<file path="src/rtl/ifetch_queue.sv">
// Instruction prefetch queue between the synchronous IROM and IF/ID.
// Define IFQ_BYPASS_EN to forward an IROM return straight to the head when the queue is empty.
module ifetch_queue #(
  parameter int          DEPTH    = 4,
  parameter logic [31:0] RESET_PC = 32'h0000_0000,
  parameter int          IROM_AW  = 14
) (
  input  logic               clk,
  input  logic               rst,
  input  logic               redirect_i,
  input  logic [31:0]        redirect_pc_i,
  output logic               irom_en_o,
  output logic [IROM_AW-1:0] irom_addr_o,
  input  logic [31:0]        irom_rdata_i,
  output logic               fq_valid_o,
  input  logic               fq_ready_i,
  output logic [31:0]        fq_pc_o,
  output logic [31:0]        fq_pc4_o,
  output logic [31:0]        fq_instr_o
);
  localparam int PW = $clog2(DEPTH);
  localparam int CW = PW + 1;

  logic [31:0]   r_fetch_pc;
  logic          r_inflight;
  logic [31:0]   r_inflight_pc;
  logic [PW-1:0] r_rd_ptr, r_wr_ptr;
  logic [CW-1:0] r_count;
  logic [31:0]   r_pc_mem    [DEPTH];
  logic [31:0]   r_instr_mem [DEPTH];

  logic [CW:0]   w_occ;
  logic          w_issue, w_ret, w_buf_valid, w_push, w_pop;
  logic [31:0]   w_head_pc, w_head_instr;

  // Occupancy counts the in-flight word so a return always has a free slot.
  assign w_occ       = {1'b0, r_count} + {{CW{1'b0}}, r_inflight};
  assign w_issue     = !rst && !redirect_i && (w_occ < (CW+1)'(DEPTH));
  assign w_ret       = r_inflight && !redirect_i && !rst;
  assign w_buf_valid = (r_count != '0);
  assign w_pop       = w_buf_valid && fq_ready_i && !redirect_i && !rst;

  assign irom_en_o   = w_issue;
  assign irom_addr_o = r_fetch_pc[IROM_AW+1:2];

  always_comb begin
    fq_valid_o   = w_buf_valid;
    w_head_pc    = r_pc_mem[r_rd_ptr];
    w_head_instr = r_instr_mem[r_rd_ptr];
    w_push       = w_ret;
`ifdef IFQ_BYPASS_EN
    if (w_ret && !w_buf_valid) begin
      fq_valid_o   = 1'b1;
      w_head_pc    = r_inflight_pc;
      w_head_instr = irom_rdata_i;
      w_push       = !fq_ready_i;
    end
`endif
  end

  // Gate with valid so stale buffer contents never leak out after reset/flush.
  assign fq_pc_o    = fq_valid_o ? w_head_pc         : '0;
  assign fq_pc4_o   = fq_valid_o ? w_head_pc + 32'd4 : '0;
  assign fq_instr_o = fq_valid_o ? w_head_instr      : '0;

  always_ff @(posedge clk) begin
    if (rst) begin
      r_fetch_pc    <= RESET_PC;
      r_inflight    <= 1'b0;
      r_inflight_pc <= '0;
      r_rd_ptr      <= '0;
      r_wr_ptr      <= '0;
      r_count       <= '0;
    end else if (redirect_i) begin
      r_fetch_pc <= redirect_pc_i & ~32'h3;
      r_inflight <= 1'b0;
      r_rd_ptr   <= '0;
      r_wr_ptr   <= '0;
      r_count    <= '0;
    end else begin
      r_inflight <= w_issue;
      if (w_issue) begin
        r_inflight_pc <= r_fetch_pc;
        r_fetch_pc    <= r_fetch_pc + 32'd4;
      end
      if (w_push) r_wr_ptr <= r_wr_ptr + PW'(1);
      if (w_pop)  r_rd_ptr <= r_rd_ptr + PW'(1);
      case ({w_push, w_pop})
        2'b10:   r_count <= r_count + CW'(1);
        2'b01:   r_count <= r_count - CW'(1);
        default: r_count <= r_count;
      endcase
    end
  end

  always_ff @(posedge clk) begin
    if (w_push) begin
      r_pc_mem[r_wr_ptr]    <= r_inflight_pc;
      r_instr_mem[r_wr_ptr] <= irom_rdata_i;
    end
  end
endmodule

</file>
<file path="config.mk">
export PLATFORM = sky130hd
export DESIGN_NAME = ifetch_queue
export DESIGN_NICKNAME = d
export VERILOG_FILES = /design/src/rtl/ifetch_queue.sv
export SDC_FILE = /design/constraint.sdc
export NUM_CORES = 1
export LEC_CHECK = 0
export ABC_AREA = 1
export CORE_MARGIN = 2
export CORE_UTILIZATION = 50
export CTS_CLUSTER_DIAMETER = 150
export DETAILED_ROUTE_END_ITERATION = 12
export PLACE_DENSITY = 0.76
export REMOVE_ABC_BUFFERS = 1
export SETUP_SLACK_MARGIN = 0.05
export SLEW_MARGIN = 10
export SYNTH_ARGS = -nofsm -noshare
export SYNTH_HDL_FRONTEND = slang
export SYNTH_SLANG_ARGS = --single-unit
</file>
<file path="constraint.sdc">
create_clock -name clk -period 4.3 [get_ports clk]
set_input_delay 0.86 -clock clk [delete_from_list [all_inputs] [get_ports clk]]
set_output_delay 0.86 -clock clk [all_outputs]
set_load 0.02 [all_outputs]
</file>
==> qor.txt <==
Commonest non-fill, non-tap cell in the layout: nand2_1
Max-cap viol count: 0
Cell taking the most area after synthesis: edfxtp_1
Clock skew: 0.01518 ns
Initial Util: 50.39%
Power per cell area: 372.8 mW/mm^2
Avg Inst Size Synth: 8.926 um^2
Vias/cell: 5.341
Synth top area cells: edfxtp_1 (50%), nand2_1 (12%), dfxtp_1 (9.5%), nor2_1 (7.4%), o21ai_0 (3.8%)
Worst setup EP type: primary output
Outcome: finished, final reports clean
DR WL met2: 18.03 mm
Synth top area share: 50.26%
H-tree depth: 2
Number of global-route vias before repair: 11190
Final Util: 61.43%
Clk buf depth: 3
Slew Limit Fails: 0
Met1 wire length: 15.36 mm
Crit path cell chain: inv_2 -> buf_4 -> nand2_1 -> nand2_1 -> nand2_2 -> nor2_4 -> nand2_1 -> nor2_2 -> nand2_1 -> nand2_1 -> inv_1 -> nor2_1 -> clkdlybuf4s50_1
Total Nets Final: 1876
Hold buffers post-CTS: 0
CTS tree: done
Synth Flop Type: edfxtp_1
Final worst path period share: 96.87%
Synth Register Bits: 318
Leak pwr: 7.060 nW
DRC viols: 0
I/O pin count: 180
Final setup fails: 0
Slowest cell on crit path: clkdlybuf4s50_1
Routed Antenna Nets: 0
Slew @ Worst Pin: 0.8449 ns
Netlist cell types: 38
Synth-to-layout area growth: 21.90%
Worst Setup Start Kind: register
Std-Cell Rows: 63
Clk_lat worst skew: 0.52 ns
RSZ-0062 raised after global routing: true
Cell mode on critical path: nand2_1
Mapped cell area: 0.01482 mm^2
Crit path DAT: 3.31 ns
Synth async-reset ratio: 0%
Dpl cells: 2152
Die height: 176.1 um
Tmin final: 4.165 ns
CP Class: register to primary output
Die X: 176.1 um
Routed WL: 37.59 mm
Core area: 0.02940 mm^2
Pin count of the biggest net entering global routing: 80
Sequential fraction of the synthesis area: 59.72%
Hold Slack: 0.4644 ns
Total grt overflow: 0
Initial DRC Count: 973
Met3 routed WL: 2.864 mm
Max-slew headroom: 43.67%
Global-route wire length before repair: 57.65 mm
Initial DRT Pass Iterations: 5
Post-synthesis cell count: 1660
Final Hold Fails: 0
Die Area: 0.03103 mm^2
Post-synth EDFFs: 248
Share of layout cells above drive strength 1: 6.521%
Crit path max fanout: 14
Post-DP HPWL: 23.55 mm
Avg WL per Cell: 16.96 um
Uppermost layer routed: met4
Root Buffer: clkbuf_16
Routability cong.: 0.9455
F_max: 240.1 MHz
Commonest cells after routing, fill and taps aside: nand2_1 (458), nor2_1 (286), edfxtp_1 (248)
Area after DPL: 0.01677 mm^2
Warnings from Yosys: 0
Max IR drop VDD: 0.0002618 V
Fin Setup TNS: 0 ns
Critical Path RT: 3.44 ns
Finished Cell Area: 0.01806 mm^2
Non-Filler Instances: 2216
Initial antenna violation count: 0
Global Route Usage Sum: 23.75%
Num Clock Sinks: 318
Hold crit path type: register to register
Number of port buffers: 173
Reg clk slew, reported paths: 0.06 ns
TritonCTS Buffers: 34
Vias: 11835
CP max stage delay: 0.64 ns
[critical path: cells and delay by family, from the launching register on]
family                 cells  cell delay (ns)
buffers and inverters      4             1.23
flip-flops                 1             0.39
AND/OR/NAND/NOR            9             1.15
[sequential cells by signal (all words and copies together), names as in the netlist, named ones only]
signal	count
r_count	3
r_fetch_pc	30
r_inflight	1
r_inflight_pc	30
r_instr_mem	128
r_pc_mem	120
r_rd_ptr	2
r_wr_ptr	2
[worst paths after layout]
check | from | end | slack, ns | cells past startpoint
hold reg to reg | r_rd_ptr[1] | register | 0.46 | 2
hold / removal | r_rd_ptr[1] | register | 0.46 | 2
setup reg to reg | r_count[2] | r_count[2] | 1.77 | 11
setup / recovery | register | fq_pc4_o[23] | 0.13 | 13
[logic make-up (layout without fill, tap and decap cells)]
logic type | Yosys count | after routing | share of synthesized area (%)
AND/OR/NAND/NOR | 884 | 884 | 23.78
other | 1 | 5 | 0.02531
buffers and inverters | 204 | 366 | 6.426
XOR/XNOR | 16 | 16 | 0.9458
adder cells (fa/ha/maj) | 8 | 8 | 0.7262
AO/OA/AOI/OAI | 229 | 229 | 8.377
flip-flops | 318 | 318 | 59.72
[layer usage]
layer	vias up	track usage, %
li1	5778	-
met1	5471	30.68
met2	503	40.08
met3	83	3.962
met4	0	9.470
met5	-	0
[cell usage after synthesis (2+ instances only)]
library cell / n
o21ai_0: 113
nand2_2: 6
nand3_1: 90
nand2_1: 460
xor2_1: 15
a22oi_1: 4
buf_1: 8
nor2_2: 11
inv_1: 102
ha_1: 7
inv_2: 6
a31oi_1: 9
dfxtp_1: 70
or2_2: 2
a211oi_1: 16
nor2_1: 293
o211ai_1: 6
clkbuf_1: 30
buf_6: 6
nor3_1: 13
a21oi_1: 76
buf_2: 24
buf_4: 25
edfxtp_1: 248
nand4_1: 7
[area by class of cell]
type | count | area, um^2
Multi-Input combinational cell | 1141 | 5080
Tap cell | 390 | 488.0
Sequential cell | 318 | 8853
Timing Repair Buffer | 196 | 2058
Clock inverter | 21 | 259.0
Clock buffer | 40 | 899.6
Antenna cell | 1 | 2.502
Fill cell | 2414 | 11340
Inverter | 109 | 421.7
[report_power, final]
group | internal, mW | switching, mW | total [mW]
clock | 1.82 | 1.18 | 3.00
sequential | 3.36 | 0.0541 | 3.42
combinational | 0.136 | 0.183 | 0.319
[through the flow]
| stage | worst slack [ns] | power (mW) |
|---|---|---|
| 2_1_floorplan | -2.306 | 3.621 |
| 3_3_place_gp | 0.4445 | 3.785 |
| 3_5_place_dp | 0.4202 | 3.797 |
| 4_1_cts | -0.01445 | 6.766 |
| 5_1_grt | -0.02487 | 6.947 |
| 6_report | 0.1347 | 6.734 |
[what timing repair did]
| item | in CTS | in global routing |
|---|---|---|
| pin swaps | 0 | 0 |
| endpoints found under the setup margin | 21 | 20 |
| resized for setup | 13 | 25 |
| buffers inserted | 0 | 1 |
| cloned | 0 | 1 |
(Power assumes the default switching activity.)
